===== src/rtl/fifo_push_arbiter.sv =====
// Round-robin arbiter sharing one byte-wide FIFO push port among NREQ producers; 0-cycle latency.
// fFull stalls all transfers; optional lock timeout via FIFO_ARB_TIMEOUT_EN.
module fifo_push_arbiter #(
  parameter int NREQ    = 4,
  parameter int TIMEOUT = 16
) (
  input  logic              clock,
  input  logic              reset,
  input  logic [8*NREQ-1:0] rByte,
  input  logic [NREQ-1:0]   rValid,
  input  logic [NREQ-1:0]   rLast,
  output logic [NREQ-1:0]   rReady,
  output logic [NREQ-1:0]   hGrant,
  output logic [7:0]        fByte,
  output logic              fPush,
  input  logic              fFull,
  output logic              hTimeout
);

  localparam int PTRW = $clog2(NREQ);

  typedef enum logic {IDLE, LOCKED} state_t;

  state_t          state, state_nx;
  logic [PTRW-1:0] ptr, ptr_nx;
  logic [PTRW-1:0] owner, owner_nx;
  logic [PTRW-1:0] cand, scan, gnt;
  logic            cand_vld, gnt_vld, gnt_last;

  // Explicit wrap so non-power-of-2 NREQ never lands on an unused index.
  function automatic logic [PTRW-1:0] next_idx(input logic [PTRW-1:0] idx);
    if (idx == PTRW'(NREQ-1)) return '0;
    return idx + 1'b1;
  endfunction

  always_comb begin
    cand_vld = 1'b0;
    cand     = ptr;
    scan     = ptr;
    for (int k = 0; k < NREQ; k++) begin
      if (!cand_vld && rValid[scan]) begin
        cand_vld = 1'b1;
        cand     = scan;
      end
      scan = next_idx(scan);
    end
  end

  always_comb begin
    gnt_vld  = (state == LOCKED) || cand_vld;
    gnt      = (state == LOCKED) ? owner : cand;
    gnt_last = rLast[gnt];
    fPush    = gnt_vld && rValid[gnt] && !fFull;
    hGrant   = '0;
    rReady   = '0;
    fByte    = '0;
    for (int i = 0; i < NREQ; i++) begin
      if (gnt_vld && gnt == PTRW'(i)) begin
        hGrant[i] = 1'b1;
        rReady[i] = fPush;
        fByte     = rByte[8*i +: 8];
      end
    end
  end

`ifdef FIFO_ARB_TIMEOUT_EN
  localparam int CW = $clog2(TIMEOUT + 1);
  logic [CW-1:0] cnt, cnt_nx;
  logic          tmo_nx;
`endif

  always_comb begin
    state_nx = state;
    ptr_nx   = ptr;
    owner_nx = owner;
`ifdef FIFO_ARB_TIMEOUT_EN
    cnt_nx   = cnt;
    tmo_nx   = 1'b0;
`endif
    case (state)
      IDLE: begin
        if (fPush) begin
          if (gnt_last) begin
            ptr_nx = next_idx(gnt);
          end else begin
            state_nx = LOCKED;
            owner_nx = gnt;
          end
`ifdef FIFO_ARB_TIMEOUT_EN
          cnt_nx = '0;
`endif
        end
      end
      LOCKED: begin
        if (fPush) begin
`ifdef FIFO_ARB_TIMEOUT_EN
          cnt_nx = '0;
`endif
          if (gnt_last) begin
            state_nx = IDLE;
            ptr_nx   = next_idx(owner);
          end
        end
`ifdef FIFO_ARB_TIMEOUT_EN
        // Only a silent owner ages the lock; a full FIFO with data pending does not.
        else if (!rValid[owner]) begin
          if (cnt == CW'(TIMEOUT-1)) begin
            state_nx = IDLE;
            ptr_nx   = next_idx(owner);
            tmo_nx   = 1'b1;
            cnt_nx   = '0;
          end else begin
            cnt_nx = cnt + 1'b1;
          end
        end
`endif
      end
      default: state_nx = IDLE;
    endcase
  end

  always_ff @(posedge clock or posedge reset) begin
    if (reset) begin
      state <= IDLE;
      ptr   <= '0;
      owner <= '0;
    end else begin
      state <= state_nx;
      ptr   <= ptr_nx;
      owner <= owner_nx;
    end
  end

`ifdef FIFO_ARB_TIMEOUT_EN
  always_ff @(posedge clock or posedge reset) begin
    if (reset) begin
      cnt      <= '0;
      hTimeout <= 1'b0;
    end else begin
      cnt      <= cnt_nx;
      hTimeout <= tmo_nx;
    end
  end
`else
  assign hTimeout = 1'b0;
`endif

endmodule


===== config.mk =====
export PLATFORM = sky130hd
export DESIGN_NAME = fifo_push_arbiter
export DESIGN_NICKNAME = d
export VERILOG_FILES = /design/src/rtl/fifo_push_arbiter.sv
export SDC_FILE = /design/constraint.sdc
export NUM_CORES = 1
export LEC_CHECK = 0
export CORE_MARGIN = 2
export CORE_UTILIZATION = 30
export DETAILED_ROUTE_END_ITERATION = 8
export DONT_BUFFER_PORTS = 1
export GPL_TIMING_DRIVEN = 0
export HOLD_SLACK_MARGIN = 0.05
export MAX_ROUTING_LAYER = met4
export PLACE_DENSITY = 0.54
export SLEW_MARGIN = 0
export SYNTH_ARGS = -nofsm -noshare
export SYNTH_HDL_FRONTEND = slang
export SYNTH_SLANG_ARGS = --single-unit

===== constraint.sdc =====
create_clock -name clock -period 5.2 [get_ports clock]
set_clock_uncertainty 0.15 [all_clocks]
set_input_delay 0.52 -clock clock [delete_from_list [all_inputs] [get_ports clock]]
set_output_delay 0.52 -clock clock [all_outputs]
set_load 0.02 [all_outputs]

==> results of run 1 <==
-- critical path, stage by stage, from the launching register on --
cell and delay [ns]:
dfrtp_1 0.38, ha_1 0.29, buf_2 0.18, or4b_1 0.51, o41a_1 0.16, o211ai_1 0.24, a31o_2 0.24, a21oi_1 0.04
nor2b_1 0.32, inv_1 0.14, ha_1 0.23, nor2_1 0.46, a221oi_1 0.17, o31ai_1 0.61
-- through the flow --
step	area (um^2)	hold slack, ns
5_1_grt	1360	0.4367
4_1_cts	1330	0.4146
2_1_floorplan	1212	0.1485
3_3_place_gp	1275	0.1574
3_5_place_dp	1275	0.1664
6_report	1360	0.4154
-- cells in the final DEF, fill, tap and decap left out, drive strengths merged, types with 2 or more instances in the layout --
cell and count:
and2 3, nand2 16, ha 5, nor3 5, mux2i 11, xnor2 2
a221oi 9, a32oi 5, nor2b 3, o31ai 9, clkbuf 8, dfrtp 5
inv 12, nor2 14, mux4 3, mux2 2, buf 6, or4 2
nand2b 3, o21ai 6, a211oi 3, a21oi 3, a21boi 2
-- cell type report --
| class | count | area [um^2] | share of cell area [%] |
|---|---|---|---|
| plain buffers | 10 | 53.80 | 3.956 |
| clock buffers | 4 | 45.04 | 3.312 |
| inverters | 12 | 45.04 | 3.312 |
| multi-input cells | 127 | 1018 | 74.89 |
| flip-flops and latches | 5 | 125.1 | 9.200 |
| well taps | 50 | 62.56 | 4.600 |
| repair buffers | 1 | 10.01 | 0.7360 |
-- per-layer routing --
| metal | part of all wire [%] | track usage, % |
|---|---|---|
| met5 | 0 | - |
| met4 | 0.66 | 4.592 |
| met3 | 6.9 | 1.333 |
| met2 | 52 | 30.15 |
| met1 | 40 | 15.36 |
-- report_power, final --
group	leakage, nW	total (mW)	switching, mW	internal, mW
Sequential	0.0595	0.0715	0.0137	0.0578
Combinational	0.464	1.07	0.720	0.353
Clock	0.0228	0.0696	0.0171	0.0525
Total	0.546	1.21	0.751	0.464
-- sequential cells by signal (all words and copies together) (netlist names) --
signal,cells
owner,2
state,1
ptr,2
-- cell families after synthesis --
| family | after synthesis |
|---|---|
| AOI/OAI and AO/OA | 48 |
| xor gates and xnor gates | 2 |
| adders and majority gates | 5 |
| buffers and inverters | 22 |
| DFF | 5 |
| muxes | 16 |
| other | 1 |
| and+or+nand+nor | 55 |
-- timing repair --
| item | in CTS | in global routing |
|---|---|---|
| gates resized for setup | 0 | 6 |
| hold buffers | 1 | 0 |
| hold endpoints to repair | 5 | 0 |
| setup endpoints to repair | 0 | 6 |
-- worst paths after layout --
path                               start        to  slack (ns)  cells past startpoint
worst max register to register    ptr[0]  owner[1]        1.57                     11
worst max-delay path              ptr[0]  fByte[5]        0.32                     13
min in group asynchronous          reset     state        0.48                      2
worst min register to register  owner[1]  owner[1]        0.42                      1
max in group asynchronous          reset  owner[0]        4.25                      2
worst min-delay path            owner[1]  owner[1]        0.42                      1
==> results.py, run 1 <==
metrics = {
    "timing": {
        "setup_ws_ns": 0.3235,
        "relSlewSlack_pct": 53.22,
        "slew_violations": 0,
        "rsz0062_at_grt": "false",
        "fmax_ghz": 0.2051,
        "period_minus_slack_ns": 4.876,
        "fin_crit_sh_pct": 93.78,
        "setup_viol": 0,
        "hold_violations": 0,
        "tightestPinTransition_ns": 0.6958,
        "tns_ns": 0,
    },
    "yosys": {
        "synth-seq-cells": 5,
        "syn_area_um2": 1212,
        "yosys.area_share.adder_pct": 5.160,
        "ys_top_cells_by_count": "nand2_1, nor2_1, mux2i_1, a221oi_1, inv_1",
        "synth_edf_count": 0,
        "synth_top_area_share_pct": 10.32,
        "synthSimpleGateAreaFrac_pct": 25.28,
        "synth_top_area_cell": "dfrtp_1",
        "ys.flop_type": "dfrtp_1",
        "synth_area_leaders": "dfrtp_1, mux2i_1, a221oi_1",
        "syn_nets": 202,
        "synth_top_family_by_area": "compound AO/OA/AOI/OAI gates",
        "synth_compound_area_share_pct": 32.82,
        "synthCells": 154,
        "yosys.area_share.xor_xnor_pct": 1.445,
        "synth_warnings": 0,
        "synth.most_common_cell": "nand2_1",
        "syn_avg_cell_area_um2": 7.873,
        "synth-seq-area-share_pct": 10.32,
        "synthArstFlopShare_pct": 100.0,
        "post_synth_mux_area_share_pct": 16.51,
        "ys_types": 56,
    },
    "cts": {
        "cts_tree": "done",
        "cts_buffers": 3,
        "cts_buffer_depth": 2,
        "clk_latency_ns": 0.22,
        "cts_sinks": 5,
        "post-cts-setup-buffers": 0,
        "root_buffer": "clkbuf_8",
        "clk_pin_slew_worst_paths_ns": 0.03,
        "htreeDepth": 1,
    },
    "cells_and_area": {
        "drive_gt1_share_pct": 21.38,
        "area_growth_pct": 12.18,
        "fin_nets": 208,
        "final_core_util_pct": 34.50,
        "num_antenna_cells": 0,
        "fin_cells": 209,
        "fill_cells": 433,
    },
    "pwr": {
        "leakage_nw": 0.5461,
        "finalPower_mw": 1.215,
        "irDropWorstVdd_mv": 0.2991,
        "p_per_area_nw_per_um2": 893.0,
    },
    "floorplan": {
        "die_y_um": 67.57,
        "start_util_pct": 30.75,
        "dieArea_um2": 4566,
        "io_pins": 61,
        "die_w_um": 67.57,
        "fp-row-count": 23,
        "core_um2": 3943,
    },
    "drt": {
        "wire_per_inst_um": 16.75,
        "first_pass_iters": 4,
        "postRouteAntennaNets": 0,
        "wl_um": 3500,
        "viasPerCell": 6.053,
        "drc_errors": 0,
        "drt-initial-drc-count": 36,
        "route.vias.total": 1265,
    },
    "placed_design": {
        "place_inst": 204,
        "dp_slack_ns": 0.4988,
        "hpwlAfterDp_um": 2843,
        "gp_congestion": 0.8411,
        "io_buffers": 0,
    },
    "grt": {
        "grt_pass1_wl_um": 5250,
        "track_usage_pct": 15.16,
        "overflow": 0,
        "grt_pass1_vias": 1228,
        "grt_antenna_before_repair": 0,
        "grt_max_degree": 11,
    },
    "setup_path": {
        "cp_max_fo": 10,
        "crit_type": "flip-flop to output pin",
        "startpoint_type": "flip-flop",
        "cp-end-kind": "output pin",
        "arrival_ns": 4.21,
        "required_ns": 4.53,
    },
    "status": {
        "status": "completed",
    },
    "hold_path": {
        "hold_class": "flip-flop to flip-flop",
    },
    "job": {
        "cap_violations": 0,
    },
}
Note: power is estimated with default switching activity, not from simulation.
==> run 2, diff against run 1 <==
clock period = 5 ns   (was 5.2 ns; I/O delays follow)
==> results.py, run 2 (synthesized netlist as in run 1, its figures left out) <==
metrics = {
    "status": {
        "status": "completed",
    },
    "setup_path": {
        "crit_type": "flip-flop to output pin",
        "arrival_ns": 4.01,
        "cp-end-kind": "output pin",
        "required_ns": 4.35,
        "startpoint_type": "flip-flop",
        "cp_max_fo": 10,
    },
    "drt": {
        "route.vias.total": 1259,
        "drt-initial-drc-count": 29,
        "wl_um": 3522,
        "viasPerCell": 6.024,
        "first_pass_iters": 4,
        "postRouteAntennaNets": 0,
        "drc_errors": 0,
        "wire_per_inst_um": 16.85,
    },
    "cells_and_area": {
        "regArea_um2": 125.1,
        "area_growth_pct": 13.31,
        "fill_cells": 432,
        "layout_commonest_cell": "nand2_1",
        "multi_input_area_um2": 1031,
        "fin_nets": 208,
        "num_antenna_cells": 0,
        "top_regs": "owner: 2 flops, ptr: 2 flops, state: 1 flops",
        "drive_gt1_share_pct": 23.90,
        "final_cell_mix": "nand2_1, nor2_1, mux2i_1, inv_1, a221oi_1",
    },
    "grt": {
        "grt_max_degree": 11,
        "overflow": 0,
        "grt_antenna_before_repair": 0,
        "track_usage_pct": 15.16,
        "grt_pass1_vias": 1228,
        "grt_pass1_wl_um": 5250,
    },
    "timing": {
        "tightestPinTransition_ns": 0.6320,
        "period_minus_slack_ns": 4.657,
        "hold_violations": 0,
        "rsz0062_at_grt": "false",
        "slew_violations": 0,
        "hold_ws_ns": 0.4154,
        "tns_ns": 0,
        "relSlewSlack_pct": 57.86,
        "fmax_ghz": 0.2148,
        "fin_crit_sh_pct": 93.13,
        "setup_viol": 0,
    },
    "floorplan": {
        "die_y_um": 67.57,
        "die_w_um": 67.57,
        "core_um2": 3943,
        "fp-row-count": 23,
        "start_util_pct": 30.75,
        "dieArea_um2": 4566,
        "io_pins": 61,
    },
    "cts": {
        "root_buffer": "clkbuf_8",
        "cts_tree": "done",
        "htreeDepth": 1,
        "cts_buffers": 3,
        "cts_sinks": 5,
        "clk_latency_ns": 0.22,
        "cts_buffer_depth": 2,
        "post-cts-setup-buffers": 0,
        "clk_pin_slew_worst_paths_ns": 0.03,
    },
    "placed_design": {
        "hpwlAfterDp_um": 2843,
        "gp_congestion": 0.8411,
        "io_buffers": 0,
    },
    "hold_path": {
        "hold_class": "flip-flop to flip-flop",
    },
    "job": {
        "cap_violations": 0,
    },
}
==> run 2: cell counts in the layout (fill, tap and decap cells not counted) <==
No cell type changed its count.
==> run 2: repair_timing <==
action | in CTS | in global routing
setup endpoints to repair | 0 | 8
resized for setup | 0 | 11
hold buffers | 1 | 0
hold endpoints to repair | 5 | 0
==> run 2: per-stage QoR <==
stage                     utilization, %  setup slack, ns  cells  instance area, um^2
final                              34.85           0.3434    209                 1374
after global routing               34.85          0.06424    209                 1374
after CTS                          33.74          0.07144    209                 1330
after detailed placement           32.34           0.3188    204                 1275
after global placement             32.34           0.3904    204                 1275
after floorplan                        -           0.8572    154                 1212
==> run 2: layer usage <==
| metal | up-vias | GRT usage (%) | part of all wire (%) |
|---|---|---|---|
| met3 | 4 | 1.333 | 6.2 |
| met5 | - | - | 0 |
| li1 | 602 | - | - |
| met2 | 61 | 30.15 | 53 |
| met4 | 0 | 4.592 | 0.65 |
| met1 | 592 | 15.36 | 40 |
==> run 2: worst paths after layout <==
path,startpoint,to,slack [ns],cells past startpoint
min reg2reg,owner[1],owner[1],0.42,1
max reg2reg,ptr[0],owner[1],1.37,11
min in group asynchronous,reset,state,0.46,2
max,ptr[0],fByte[6],0.34,14
min,owner[1],owner[1],0.42,1
max in group asynchronous,reset,owner[0],4.07,2
==> run 2: cell type report <==
type / count / area share, %
buffer: 10 / 4.007
clock buffer: 4 / 3.279
inverter: 12 / 3.279
sequential: 5 / 9.107
multi-input combinational: 127 / 75.05
tap: 50 / 4.554
timing repair buffer: 1 / 0.7286
==> run 2: worst max-delay path: stages, from the launching register on <==
cell and delay (ns):
dfrtp_1 0.38, ha_1 0.29, buf_2 0.18, or4b_1 0.51
o41a_1 0.16, o211ai_1 0.24, a31o_2 0.24, a21oi_1 0.04
nor2b_1 0.33, inv_1 0.14, ha_1 0.23, nand2_1 0.08
inv_2 0.10, clkbuf_1 0.32, o31ai_2 0.54
Power of run 2 is not shown: default switching activity piles up to over one toggle a cycle in this logic, so the estimate is an artifact.
==> run 3, diff against run 2 <==
CORE_MARGIN = unset   (was 2)
CORE_UTILIZATION = 49   (was 30)
PLACE_DENSITY = 0.74   (was 0.54)
==> results.py, run 3 (synthesized netlist as in run 1, its figures left out) <==
metrics = {
    "grt": {
        "overflow": 0,
        "grt_antenna_before_repair": 0,
        "grt_max_degree": 11,
        "grt_pass1_wl_um": 4602,
        "grt_pass1_vias": 1059,
        "track_usage_pct": 22.46,
    },
    "timing": {
        "hold_violations": 0,
        "setup_viol": 0,
        "fmax_ghz": 0.2127,
        "rsz0062_at_grt": "false",
        "tightestPinTransition_ns": 0.6450,
        "fin_crit_sh_pct": 94.02,
        "slew_violations": 0,
        "relSlewSlack_pct": 57.00,
        "tns_ns": 0,
        "period_minus_slack_ns": 4.701,
    },
    "cells_and_area": {
        "num_antenna_cells": 0,
        "layout_commonest_cell": "nand2_1",
        "drive_gt1_share_pct": 22.64,
        "final_cell_mix": "nand2_1, nor2_1, mux2i_1, inv_1, a221oi_1",
        "top_regs": "owner: 2 flops, ptr: 2 flops, state: 1 flops",
        "area_growth_pct": 9.185,
        "fin_nets": 208,
    },
    "cts": {
        "cts_buffer_depth": 2,
        "clk_latency_ns": 0.23,
        "cts_sinks": 5,
        "clk_pin_slew_worst_paths_ns": 0.04,
        "htreeDepth": 1,
        "cts_tree": "done",
        "cts_buffers": 3,
        "root_buffer": "clkbuf_4",
        "post-cts-setup-buffers": 0,
    },
    "setup_path": {
        "arrival_ns": 4.05,
        "r2r_cells": 11,
        "crit_type": "flip-flop to output pin",
        "required_ns": 4.35,
        "cp-end-kind": "output pin",
        "startpoint_type": "flip-flop",
        "cp_max_fo": 10,
    },
    "status": {
        "status": "completed",
    },
    "placed_design": {
        "hpwlAfterDp_um": 2457,
        "gp_congestion": 0.9748,
        "io_buffers": 0,
    },
    "drt": {
        "drt-initial-drc-count": 36,
        "first_pass_iters": 4,
        "viasPerCell": 6.711,
        "drc_errors": 0,
        "postRouteAntennaNets": 0,
        "wire_per_inst_um": 16.48,
        "wl_um": 3081,
        "route.vias.total": 1255,
    },
    "job": {
        "cap_violations": 0,
    },
    "floorplan": {
        "dieArea_um2": 2677,
        "io_pins": 61,
        "fp-row-count": 17,
        "start_util_pct": 53.27,
        "die_y_um": 51.74,
        "core_um2": 2276,
        "die_w_um": 51.74,
    },
    "hold_path": {
        "min_path_cells": 2,
        "hold_class": "flip-flop to flip-flop",
    },
}
run 3: final timing paths:
kind                       slack (ns)     start        to
setup / recovery                 0.30    ptr[0]  fByte[6]
hold / removal                   0.41  owner[0]  owner[0]
setup reg to reg                 1.42    ptr[0]  owner[1]
hold reg to reg                  0.41  owner[0]  owner[0]
max in group asynchronous        4.09     reset  owner[0]
min in group asynchronous        0.45     reset     state
run 3: repair_timing:
item | in CTS | in global routing
hold endpoints to repair | 5 | 0
hold buffers | 1 | 0
setup endpoints to repair | 0 | 8
gates resized for setup | 0 | 8
run 3: cell type report:
class / instances / area (um^2)
repair buffers: 1 / 10.01
multi-input cells: 127 / 1028
flip-flops and latches: 5 / 125.1
inverters: 12 / 45.04
fillers: 204 / 952.2
well taps: 28 / 35.03
plain buffers: 10 / 53.80
clock buffers: 4 / 26.28
run 3: metal layers:
metal | vias to the layer above | share of wire, % | GRT usage (%)
met5 | - | 0 | -
met3 | 0 | 6.8 | 2.339
li1 | 602 | - | -
met4 | 0 | 0 | 2.252
met1 | 582 | 42 | 25.04
met2 | 71 | 51 | 43.94
run 3: stage by stage:
stage | instance area (um^2) | hold WS (ns) | worst slack [ns] | util (%) | instances
2_1_floorplan | 1212 | 0.1285 | 0.8572 | - | 154
3_3_place_gp | 1247 | 0.1382 | 0.4958 | 54.81 | 182
3_5_place_dp | 1247 | 0.1406 | 0.4101 | 54.81 | 182
4_1_cts | 1284 | 0.4041 | 0.1442 | 56.40 | 187
5_1_grt | 1324 | 0.4253 | 0.03557 | 58.16 | 187
6_report | 1324 | 0.4085 | 0.2992 | 58.16 | 187
run 3: worst max-delay path, cell delays in order, from the launching register on:
cell      delay, ns
dfrtp_1        0.39
ha_1           0.29
buf_2          0.19
or4b_1         0.51
o41a_1         0.17
o211ai_1       0.24
a31o_2         0.26
a21oi_1        0.05
nor2b_1        0.31
inv_1          0.14
ha_1           0.23
nand2_1        0.07
inv_2          0.10
clkbuf_1       0.32
o31ai_2        0.54
Power of run 3 is left out for the same reason.
